[src/rtl/uart_frame_pkg.sv]
// Shared state encodings and size limits for the UART byte-framing controller.
package uart_frame_pkg;

   typedef enum logic {RX_IDLE, RX_COLLECT} rx_state_t;
   typedef enum logic [1:0] {TX_IDLE, TX_LOAD, TX_WAIT} tx_state_t;

   localparam int MAX_CMD_BYTES  = 8;
   localparam int MAX_RESP_BYTES = 4;

endpackage

[src/rtl/uart_resp_serializer.sv]
// Sends a RESP_BYTES response through the byte UART, first byte from the MSBs.
//   state   | meaning
//   TX_IDLE | waiting for send_resp
//   TX_LOAD | strobe trmt with the current byte
//   TX_WAIT | waiting for tx_done of that byte
module uart_resp_serializer
   import uart_frame_pkg::*;
#(
   parameter int RESP_BYTES = 1
) (
   input  logic                    clk,
   input  logic                    rst,
   input  logic                    send_resp,
   input  logic [8*RESP_BYTES-1:0] resp,
   input  logic                    tx_done,
   output logic                    trmt,
   output logic [7:0]              tx_data,
   output logic                    tx_busy,
   output logic                    resp_sent
);

   localparam int BIDX_W = $clog2(RESP_BYTES) + 1;

   tx_state_t               tx_state;
   logic [BIDX_W-1:0]       bidx;
   logic [8*RESP_BYTES-1:0] resp_q;
   logic                    wait_first;

   always_ff @(posedge clk) begin
      if (rst) begin
         tx_state   <= TX_IDLE;
         bidx       <= '0;
         resp_q     <= '0;
         wait_first <= 1'b0;
         trmt       <= 1'b0;
         tx_data    <= '0;
         resp_sent  <= 1'b0;
      end else begin
         trmt      <= 1'b0;
         resp_sent <= 1'b0;
         case (tx_state)
            TX_IDLE: begin
               if (send_resp) begin
                  resp_q   <= resp;
                  bidx     <= '0;
                  tx_state <= TX_LOAD;
               end
            end
            TX_LOAD: begin
               trmt       <= 1'b1;
               tx_data    <= resp_q[8*RESP_BYTES-1 -: 8];
               resp_q     <= resp_q << 8;
               wait_first <= 1'b1;
               tx_state   <= TX_WAIT;
            end
            TX_WAIT: begin
               // tx_done is still high from the previous byte until the UART sees trmt
               if (wait_first) begin
                  wait_first <= 1'b0;
               end else if (tx_done) begin
                  if (bidx == BIDX_W'(RESP_BYTES - 1)) begin
                     resp_sent <= 1'b1;
                     tx_state  <= TX_IDLE;
                  end else begin
                     bidx     <= bidx + BIDX_W'(1);
                     tx_state <= TX_LOAD;
                  end
               end
            end
            default: tx_state <= TX_IDLE;
         endcase
      end
   end

   assign tx_busy = (tx_state != TX_IDLE);

endmodule

[src/rtl/uart_frame_ctrl.sv]
// Frames UART bytes into MSB-first command words and serialises multi-byte responses.
//   state      | meaning
//   RX_IDLE    | no partial frame held; next byte is byte 0
//   RX_COLLECT | partial frame held; inter-byte timeout running
module uart_frame_ctrl
   import uart_frame_pkg::*;
#(
   parameter int CMD_BYTES   = 2,
   parameter int RESP_BYTES  = 1,
   parameter int TIMEOUT_CYC = 500000
) (
   input  logic                    clk,
   input  logic                    rst,
   input  logic                    rx_rdy,
   input  logic [7:0]              rx_data,
   output logic                    clr_rx_rdy,
   input  logic                    clr_cmd_rdy,
   output logic                    cmd_rdy,
   output logic [8*CMD_BYTES-1:0]  cmd,
   output logic                    ovr_err,
   output logic                    to_err,
   input  logic                    send_resp,
   input  logic [8*RESP_BYTES-1:0] resp,
   output logic                    trmt,
   output logic [7:0]              tx_data,
   input  logic                    tx_done,
   output logic                    tx_busy,
   output logic                    resp_sent
);

   localparam int CMD_W = 8 * CMD_BYTES;
   localparam int IDX_W = $clog2(CMD_BYTES) + 1;
   localparam int TO_W  = (TIMEOUT_CYC > 0) ? $clog2(TIMEOUT_CYC + 1) : 1;

   rx_state_t        rx_state;
   logic [IDX_W-1:0] idx;
   logic [TO_W-1:0]  to_cnt;
   logic [CMD_W-1:0] shreg;
   logic [CMD_W-1:0] shreg_nxt;
   logic             acc;
   logic             last_byte;
   logic             timeout_hit;

   assign acc         = rx_rdy & ~clr_rx_rdy;
   assign last_byte   = (idx == IDX_W'(CMD_BYTES - 1));
   assign shreg_nxt   = (shreg << 8) | CMD_W'(rx_data);
   assign timeout_hit = (TIMEOUT_CYC != 0) && (rx_state == RX_COLLECT)
                        && (to_cnt == TO_W'(TIMEOUT_CYC));

   always_ff @(posedge clk) begin
      if (rst) begin
         rx_state   <= RX_IDLE;
         idx        <= '0;
         to_cnt     <= '0;
         shreg      <= '0;
         clr_rx_rdy <= 1'b0;
         cmd        <= '0;
         cmd_rdy    <= 1'b0;
         ovr_err    <= 1'b0;
         to_err     <= 1'b0;
      end else begin
         clr_rx_rdy <= acc;
         ovr_err    <= 1'b0;
         to_err     <= 1'b0;
         if (clr_cmd_rdy)
            cmd_rdy <= 1'b0;
         // an accepted byte takes priority over a coincident timeout
         if (acc) begin
            shreg  <= shreg_nxt;
            to_cnt <= '0;
            if (last_byte) begin
               idx      <= '0;
               rx_state <= RX_IDLE;
               if (!cmd_rdy || clr_cmd_rdy) begin
                  cmd     <= shreg_nxt;
                  cmd_rdy <= 1'b1;
               end else begin
                  ovr_err <= 1'b1;
               end
            end else begin
               idx      <= idx + IDX_W'(1);
               rx_state <= RX_COLLECT;
            end
         end else if (rx_state == RX_COLLECT) begin
            if (timeout_hit) begin
               rx_state <= RX_IDLE;
               idx      <= '0;
               to_cnt   <= '0;
               to_err   <= 1'b1;
            end else if (TIMEOUT_CYC != 0) begin
               to_cnt <= to_cnt + TO_W'(1);
            end
         end
      end
   end

   uart_resp_serializer #(
      .RESP_BYTES(RESP_BYTES)
   ) u_resp_serializer (
      .clk       (clk),
      .rst       (rst),
      .send_resp (send_resp),
      .resp      (resp),
      .tx_done   (tx_done),
      .trmt      (trmt),
      .tx_data   (tx_data),
      .tx_busy   (tx_busy),
      .resp_sent (resp_sent)
   );

endmodule

[config.mk]
export PLATFORM = sky130hd
export DESIGN_NAME = uart_frame_ctrl
export DESIGN_NICKNAME = d
export VERILOG_FILES = /design/src/rtl/uart_frame_pkg.sv /design/src/rtl/uart_resp_serializer.sv /design/src/rtl/uart_frame_ctrl.sv
export SDC_FILE = /design/constraint.sdc
export NUM_CORES = 1
export LEC_CHECK = 0
export CORE_MARGIN = 2
export CORE_UTILIZATION = 40
export DETAILED_ROUTE_END_ITERATION = 10
export GPL_ROUTABILITY_DRIVEN = 0
export MAX_ROUTING_LAYER = met4
export PLACE_DENSITY = 0.65
export SLEW_MARGIN = 20
export SYNTH_ARGS = -nofsm -noshare
export SYNTH_HDL_FRONTEND = slang
export SYNTH_SLANG_ARGS = --single-unit
[constraint.sdc]
create_clock -name clk -period 4.2 [get_ports clk]
set_input_delay 0.84 -clock clk [delete_from_list [all_inputs] [get_ports clk]]
set_output_delay 0.84 -clock clk [all_outputs]
set_load 0.03 [all_outputs]
==> flow_metrics.env, run 1 <==
export IMPL_die_area_um2=7980
export IMPL_drive_gt1_share_pct=6.94
export IMPL_avgSynthCellArea_um2=9.46
export IMPL_power_density_nw_per_um2=388
export IMPL_fin_area_um2=3650
export IMPL_antenna_found_initial=0
export IMPL_maxSlewHeadroom_pct=40.1
export IMPL_postSynth_asyncResetShare_pct=0
export IMPL_fin_nets=382
export IMPL_worst_path_max_fanout=12
export IMPL_cp_start_kind="register"
export IMPL_die_h_um=89.4
export IMPL_path_clk_slew_ns=0.07
export IMPL_fillers=694
export IMPL_start_util_pct=40.8
export IMPL_post_dp_cell_area_um2=3460
export IMPL_synth_cell_types=44
export IMPL_ant_nets=0
export IMPL_layoutNonFillerInstCount=459
export IMPL_setup_worst_path_end_class="primary output"
export IMPL_path_class="reg -> out"
export IMPL_synth_ff_type="dfxtp_1"
export IMPL_drv_cap=0
export IMPL_clock_sinks=71
export IMPL_ir_drop_v=0.000163
export IMPL_synth_edf_count=0
export IMPL_dpl_worst_slack_ns=1.53
export IMPL_synth_top_area_share_pct=48.8
export IMPL_clock_latency_ns=0.34
export IMPL_whs_path_depth=2
export IMPL_io_pins=53
export IMPL_ctsResizeCount=0
export IMPL_p_total_w=0.00142
export IMPL_grt_pass1_vias=2203
export IMPL_ys_top_cells_by_area="dfxtp_1 (49%), mux2i_1 (8.6%), nor2_1 (6.2%)"
export IMPL_cts_tree="done"
export IMPL_track_usage_pct=16.3
export IMPL_io_buffers=52
export IMPL_drc=0
export IMPL_finalClockSkew_ns=0.00613
export IMPL_cp_data_required_time_ns=3.36
export IMPL_yosysWarnings=0
export IMPL_r2r_cells=6
export IMPL_grt_pass1_wl_mm=9.80
export IMPL_ys_seq_area_share_pct=48.8
export IMPL_n_antenna_cell=0
export IMPL_drtIter0Drc=82
export IMPL_tightest_slew_ns=0.897
export IMPL_routed_via_density=5.00
export IMPL_dp_hpwl_mm=3.89
export IMPL_hp_class="reg -> reg"
export IMPL_post_cts_buffers=0
export IMPL_status="finished, final reports clean"
export IMPL_ctsHoldBuffers=0
export IMPL_ys_ff_latch=71
export IMPL_fin_tns_setup_ns=0
export IMPL_post_route_min_period_ns=2.77
export IMPL_wirelength_mm=5.84
export IMPL_crit_arrival_ns=1.93
export IMPL_grt_max_degree=54
export IMPL_die_w_um=89.4
export IMPL_htree_levels=3
export IMPL_fmax_mhz=361
export IMPL_setup_violations_final=0
export IMPL_vias=2296
export IMPL_core_um2=7140
export IMPL_grt_ovfl_total=0
export IMPL_finalHoldViolations=0
export IMPL_placed_cells=443
export IMPL_areaGrowthSynthToFinish_pct=25.4
export IMPL_syn_nets=335
export IMPL_finalCritPeriodShare_pct=66.0
export IMPL_wl_per_cell_um=12.7
export IMPL_root_buffer="clkbuf_8"
export IMPL_drt_pass1_iter_count=4
export IMPL_maxSlewViolCount=0
export IMPL_std_cell_rows=31
export IMPL_numCtsBuffers=9
export IMPL_ff2ff_setup_slack_ns=2.28
export IMPL_synth_area_leader_cell="dfxtp_1"
export IMPL_cts_max_path_buffers=2
export IMPL_synthCells=308
export IMPL_power_leakage_nw=1.41
export IMPL_fin_ws_ns=1.43
export IMPL_synth_area_um2=2910
export IMPL_rsz0062_at_grt="false"
-- final cells by class --
type	count	area [um^2]	area share, %
Clock inverter	6	60.1	1.64
Multi-Input combinational cell	212	1360	37.2
Clock buffer	10	138	3.77
Sequential cell	71	1420	38.9
Inverter	8	30.0	0.822
Timing Repair Buffer	53	523	14.3
Tap cell	99	124	3.39
-- flip-flops by register name, indices dropped and copies added, names as in the netlist --
| signal | count |
|---|---|
| u_resp_serializer.resp_q | 8 |
| ovr_err | 1 |
| shreg | 8 |
| clr_rx_rdy | 1 |
| u_resp_serializer.wait_first | 1 |
| u_resp_serializer.resp_sent | 1 |
| cmd_rdy | 1 |
| cmd | 16 |
| rx_state | 1 |
| to_err | 1 |
| idx | 2 |
| to_cnt | 19 |
| u_resp_serializer.trmt | 1 |
| u_resp_serializer.tx_state | 2 |
| u_resp_serializer.tx_data | 8 |
-- worst max-delay path, cell delays in order, from the launching register on --
cell,delay (ns)
dfxtp_1,0.37
inv_1,0.08
ha_1,0.34
inv_1,0.13
clkdlybuf4s50_1,0.67
-- metal layers --
metal / GRT usage [%] / vias up / wire length, um
li1: - / 1165 / -
met1: 20.6 / 1079 / 2870
met2: 24.4 / 38 / 2650
met3: 3.05 / 14 / 177
met4: 8.96 / 0 / 142
met5: - / - / 0
-- cells by family after synthesis --
| family | after synthesis | share of synthesized area (%) |
|---|---|---|
| DFF | 71 | 48.8 |
| xor gates and xnor gates | 11 | 3.31 |
| muxes | 25 | 8.59 |
| and+or+nand+nor | 121 | 20.9 |
| buffers and inverters | 25 | 4.64 |
| adders and majority gates | 5 | 2.15 |
| AOI/OAI and AO/OA | 50 | 11.7 |
-- where the power goes --
part / switching [W] / internal (W) / leakage (nW) / total, W
clock network: 0.000253 / 0.000287 / 0.0981 / 0.000540
logic: 0.0000902 / 0.0000735 / 0.740 / 0.000164
registers: 0.0000159 / 0.000697 / 0.576 / 0.000713
-- per-stage QoR --
stage | hold WS, ns | util [%]
2_1_floorplan | 0.433 | -
3_3_place_gp | 0.444 | 48.4
3_5_place_dp | 0.447 | 48.4
4_1_cts | 0.457 | 51.2
5_1_grt | 0.477 | 51.2
6_report | 0.453 | 51.2
-- cell usage after synthesis (all sizes together) (2+ instances only) --
master and instances:
inv 7, nor2 48, mux2i 25, o31ai 5, xor2 9, and4 3
buf 4, nor3b 2, dfxtp 71, nand3 9, nand4 6, a21oi 18
or4 3, and2 5, nor3 3, a22o 8, ha 5, xnor2 2
and3 2, or3 3, nor2b 2, a22oi 8, a211oi 4, clkbuf 13
nand2 25, nand2b 5, o21ai 6
-- worst paths after layout --
check | start | endpoint
worst max register to register | u_resp_serializer.tx_state[1]$_SDFFE_PP0P_ | u_resp_serializer.resp_q[7]$_SDFFE_PP0P_
worst min register to register | shreg[3]$_SDFFE_PP0P_ | shreg[3]$_SDFFE_PP0P_
worst min-delay path | shreg[3]$_SDFFE_PP0P_ | shreg[3]$_SDFFE_PP0P_
worst max-delay path | u_resp_serializer.tx_state[0]$_SDFFE_PP0P_ | tx_busy
-- cells in the final DEF, fill, tap and decap left out, drive strengths merged, types with 4 or more instances in the layout --
cell type | netlist | final
dfxtp | 71 | 71
clkdlybuf4s50 | 0 | 51
nor2 | 48 | 48
nand2 | 25 | 25
mux2i | 25 | 25
a21oi | 18 | 18
clkbuf | 13 | 10
xor2 | 9 | 9
nand3 | 9 | 9
a22o | 8 | 8
a22oi | 8 | 8
inv | 7 | 7
o21ai | 6 | 6
nand4 | 6 | 6
nand2b | 5 | 5
and2 | 5 | 5
ha | 5 | 5
o31ai | 5 | 5
a211oi | 4 | 4
clkinv | 1 | 4
Note: power is estimated with default switching activity, not from simulation.
==> run 2, diff against run 1 <==
clock period = 2.8 ns   (was 4.2 ns; I/O delays follow)
==> flow_metrics.env, run 2 (synthesized netlist as in run 1, its figures left out) <==
export IMPL_status="finished, final reports clean"
export IMPL_areaGrowthSynthToFinish_pct=25.1
export IMPL_die_h_um=89.4
export IMPL_drc=0
export IMPL_track_usage_pct=16.0
export IMPL_multi_input_area_um2=1360
export IMPL_clock_sinks=71
export IMPL_ctsResizeCount=0
export IMPL_seqCellArea_um2=1420
export IMPL_finalHoldViolations=0
export IMPL_numCtsBuffers=9
export IMPL_dp_hpwl_mm=3.82
export IMPL_maxSlewViolCount=0
export IMPL_swShare_pct=27.3
export IMPL_drv_cap=0
export IMPL_wirelength_mm=5.75
export IMPL_top_register="to_cnt"
export IMPL_layout_common_cells="dfxtp_1 (71), clkdlybuf4s50_1 (51), nor2_1 (48), nand2_1 (25), mux2i_1 (25)"
export IMPL_io_buffers=52
export IMPL_hp_class="reg -> reg"
export IMPL_crit_path_max_incr_delay_ns=0.67
export IMPL_antenna_found_initial=0
export IMPL_grt_ovfl_total=0
export IMPL_drt_pass1_iter_count=4
export IMPL_finalClockSkew_ns=0.0101
export IMPL_fin_nets=384
export IMPL_grt_pass1_vias=2022
export IMPL_combPwrFrac_pct=12.1
export IMPL_crit_arrival_ns=1.91
export IMPL_vias=2263
export IMPL_maxSlewHeadroom_pct=53.1
export IMPL_tightest_slew_ns=0.704
export IMPL_hold_ws_ns=0.458
export IMPL_core_um2=7140
export IMPL_root_buffer="clkbuf_8"
export IMPL_fillers=695
export IMPL_pwr_share_clk_pct=35.5
export IMPL_cts_tree="done"
export IMPL_ant_nets=0
export IMPL_fin_area_um2=3640
export IMPL_setup_worst_path_end_class="primary output"
export IMPL_die_w_um=89.4
export IMPL_p_total_w=0.00204
export IMPL_layout_commonest_cell="dfxtp_1"
export IMPL_largest_reg_flops=19
export IMPL_cp_data_required_time_ns=2.24
export IMPL_io_pins=53
export IMPL_clock_latency_ns=0.35
export IMPL_start_util_pct=40.8
export IMPL_fin_tns_setup_ns=0
export IMPL_finalCritPeriodShare_pct=88.3
export IMPL_cp_start_kind="register"
export IMPL_slowest_stage="clkdlybuf4s50_1"
export IMPL_intPower_w=0.00148
export IMPL_p_sw_w=0.000557
export IMPL_routed_via_density=4.91
export IMPL_path_class="reg -> out"
export IMPL_crit_chain="inv_1 > ha_1 > inv_1 > clkdlybuf4s50_1"
export IMPL_seq_power_share_pct=52.4
export IMPL_top_regs="to_cnt x19, cmd x16"
export IMPL_drive_gt1_share_pct=7.18
export IMPL_setup_violations_final=0
export IMPL_cts_max_path_buffers=2
export IMPL_ir_drop_v=0.000375
export IMPL_post_route_min_period_ns=2.47
export IMPL_wl_per_cell_um=12.5
export IMPL_path_clk_slew_ns=0.08
export IMPL_fmax_mhz=404
export IMPL_n_antenna_cell=0
export IMPL_std_cell_rows=31
export IMPL_crit_top_cell="inv_1"
export IMPL_rsz0062_at_grt="false"
export IMPL_cpLargestDelayFamily="buffers and inverters"
export IMPL_power_density_nw_per_um2=560
export IMPL_worst_path_buf_inv=3
export IMPL_post_dp_cell_area_um2=3470
export IMPL_drtIter0Drc=92
export IMPL_ctsHoldBuffers=0
export IMPL_post_cts_buffers=0
export IMPL_grt_max_degree=53
export IMPL_grt_pass1_wl_mm=9.62
export IMPL_htree_levels=3
export IMPL_die_area_um2=7980
export IMPL_worst_path_max_fanout=12
export IMPL_power_leakage_nw=1.41
==> run 2: cell types whose count changed in the layout (fill, tap and decap cells not counted) <==
cell | previous run | this run
bufinv_16 | 1 | 0
inv_6 | 0 | 1
clkinv_4 | 0 | 2
buf_4 | 1 | 3
clkinv_2 | 3 | 1
clkbuf_8 | 10 | 9
clkbuf_1 | 0 | 1
==> run 2: worst reg2reg max path: stages (launching register included) <==
cell     delay, ns
dfxtp_1       0.41
nand3_2       0.12
or4_4         0.55
o31ai_4       0.60
nor2_1        0.12
==> run 2: metal layers <==
metal / part of all wire (%) / vias up / wire length, um / global-route usage [%]
met4: 1.0 / 0 / 59 / 4.07
met5: 0 / - / 0 / -
met1: 48 / 1038 / 2770 / 20.8
met2: 46 / 48 / 2670 / 23.8
met3: 4.4 / 9 / 253 / 5.82
li1: - / 1168 / - / -
==> run 2: worst paths after layout <==
check                                                  start                     end  slack, ns  cells after the start
setup / recovery  u_resp_serializer.tx_state[0]$_SDFFE_PP0P_                 tx_busy       0.33                      4
hold / removal                           idx[1]$_SDFFE_PP0P_     idx[1]$_SDFFE_PP0P_       0.46                      2
setup reg to reg                     to_cnt[15]$_SDFFE_PP0P_  to_cnt[3]$_SDFFE_PP0P_       0.86                      4
hold reg to reg                          idx[1]$_SDFFE_PP0P_     idx[1]$_SDFFE_PP0P_       0.46                      2
==> run 2: power by group through the flow <==
stage	combinational [W]	sequential (W)	clock [W]
after floorplan	0.000144	0.00111	0
after global placement	0.000247	0.00109	0
after detailed placement	0.000250	0.00109	0
after CTS	0.000251	0.00107	0.000755
after global routing	0.000271	0.00108	0.000794
final	0.000247	0.00107	0.000724
==> run 2: area by class of cell <==
class                   instances  share of cell area, %
flip-flops and latches         71                   39.0
multi-input cells             212                   37.2
repair buffers                 55                   14.8
clock buffers                  10                   3.50
well taps                      99                   3.40
clock inverters                 6                   1.27
inverters                       8                  0.824
==> run 2: per-stage QoR <==
stage / cells / setup WS [ns] / utilization [%]
after floorplan: 308 / 1.10 / -
after global placement: 445 / 0.708 / 48.6
after detailed placement: 445 / 0.605 / 48.6
after CTS: 461 / 0.295 / 51.1
after global routing: 461 / 0.218 / 51.1
final: 461 / 0.326 / 51.1
==> run 3, diff against run 2 <==
REMOVE_ABC_BUFFERS = 1   (was not set)
==> flow_metrics.env, run 3 (synthesized netlist as in run 1, its figures left out) <==
export IMPL_status="finished, final reports clean"
export IMPL_met2_length_mm=2.59
export IMPL_dpl_worst_slack_ns=0.566
export IMPL_cpLargestDelayFamily="buffers and inverters"
export IMPL_layout_commonest_cell="dfxtp_1"
export IMPL_wl_per_cell_um=12.6
export IMPL_ir_drop_v=0.000251
export IMPL_fmax_mhz=403
export IMPL_grt_max_degree=53
export IMPL_die_area_um2=7980
export IMPL_ant_nets=0
export IMPL_maxSlewHeadroom_pct=53.2
export IMPL_clock_sinks=71
export IMPL_rsz0062_at_grt="false"
export IMPL_root_buffer="clkbuf_8"
export IMPL_post_route_min_period_ns=2.48
export IMPL_drv_cap=0
export IMPL_post_cts_buffers=0
export IMPL_grt_pass1_wl_mm=9.27
export IMPL_worst_path_max_fanout=12
export IMPL_clock_latency_ns=0.33
export IMPL_wl_met3_um=296
export IMPL_drive_gt1_share_pct=7.20
export IMPL_p_total_w=0.00218
export IMPL_path_clk_slew_ns=0.08
export IMPL_htree_levels=3
export IMPL_fin_ws_ns=0.320
export IMPL_slowest_stage="clkdlybuf4s50_1"
export IMPL_wirelength_met1_mm=2.84
export IMPL_cts_max_path_buffers=2
export IMPL_largest_reg_flops=19
export IMPL_power_density_nw_per_um2=592
export IMPL_tightest_slew_ns=0.701
export IMPL_cp_start_kind="register"
export IMPL_finalClockSkew_ns=0.0106
export IMPL_ctsHoldBuffers=0
export IMPL_power_leakage_nw=1.43
export IMPL_crit_top_cell="inv_1"
export IMPL_io_buffers=52
export IMPL_maxSlewViolCount=0
export IMPL_numCtsBuffers=9
export IMPL_hp_class="reg -> reg"
export IMPL_drtIter0Drc=94
export IMPL_drt_pass1_iter_count=4
export IMPL_grt_ovfl_total=0
export IMPL_drc=0
export IMPL_cts_tree="done"
export IMPL_finalHoldViolations=0
export IMPL_fin_tns_setup_ns=0
export IMPL_worst_path_buf_inv=3
export IMPL_setup_violations_final=0
export IMPL_path_class="reg -> out"
export IMPL_finalCritPeriodShare_pct=88.6
export IMPL_highest_layer="met4"
export IMPL_die_h_um=89.4
export IMPL_crit_arrival_ns=1.92
export IMPL_ctsResizeCount=0
export IMPL_antenna_found_initial=0
export IMPL_fin_nets=384
export IMPL_setup_worst_path_end_class="primary output"
export IMPL_dp_hpwl_mm=3.87
export IMPL_crit_chain="inv_1 > ha_1 > inv_1 > clkdlybuf4s50_1"
export IMPL_start_util_pct=40.8
export IMPL_areaGrowthSynthToFinish_pct=26.3
export IMPL_n_antenna_cell=0
export IMPL_grt_pass1_vias=2038
export IMPL_layout_common_cells="dfxtp_1 (71), clkdlybuf4s50_1 (51), nor2_1 (48), nand2_1 (25), mux2i_1 (25)"
export IMPL_vias=2295
export IMPL_cp_data_required_time_ns=2.24
export IMPL_io_pins=53
export IMPL_die_w_um=89.4
export IMPL_std_cell_rows=31
export IMPL_top_register="to_cnt"
export IMPL_top_regs="to_cnt x19, cmd x16"
export IMPL_routed_via_density=4.99
export IMPL_crit_path_max_incr_delay_ns=0.67
export IMPL_core_um2=7140
export IMPL_wirelength_mm=5.79
export IMPL_track_usage_pct=15.3
[run 3: power breakdown]
| part | total [W] | switching [W] | leakage, nW | internal [W] |
|---|---|---|---|---|
| Clock | 0.000861 | 0.000366 | 0.105 | 0.000495 |
| Combinational | 0.000247 | 0.000136 | 0.749 | 0.000111 |
| Sequential | 0.00107 | 0.0000237 | 0.576 | 0.00105 |
[run 3: final timing paths]
path / from / to / slack [ns] / depth (start not counted)
max: u_resp_serializer.tx_state[0]$_SDFFE_PP0P_ / tx_busy / 0.32 / 4
min: shreg[5]$_SDFFE_PP0P_ / shreg[5]$_SDFFE_PP0P_ / 0.46 / 2
max reg2reg: to_cnt[10]$_SDFFE_PP0P_ / to_cnt[3]$_SDFFE_PP0P_ / 0.83 / 4
min reg2reg: shreg[5]$_SDFFE_PP0P_ / shreg[5]$_SDFFE_PP0P_ / 0.46 / 2
[run 3: per-stage QoR]
step	hold slack [ns]	area, um^2	std cells	utilization (%)
5_1_grt	0.467	3680	460	51.6
6_report	0.457	3680	460	51.6
3_3_place_gp	0.441	3470	445	48.6
3_5_place_dp	0.447	3470	445	48.6
4_1_cts	0.458	3680	460	51.6
2_1_floorplan	0.430	2810	291	-
[run 3: area by class of cell]
cell class	count	area (um^2)
Clock buffer	9	124
Clock inverter	6	86.3
Fill cell	699	3460
Inverter	8	30.0
Multi-Input combinational cell	212	1360
Sequential cell	71	1420
Tap cell	99	124
Timing Repair Buffer	55	538
[run 3: tightest hold or removal path: cells and delay by family (launching register included)]
kind	cells	cell delay [ns]
flops	1	0.31
simple gates	1	0.05
compound gates	1	0.05
[run 3: layer usage]
metal / global-route usage, % / up-vias
li1: - / 1163
met1: 19.0 / 1059
met2: 23.4 / 66
met3: 4.34 / 7
met4: 6.24 / 0
met5: - / -
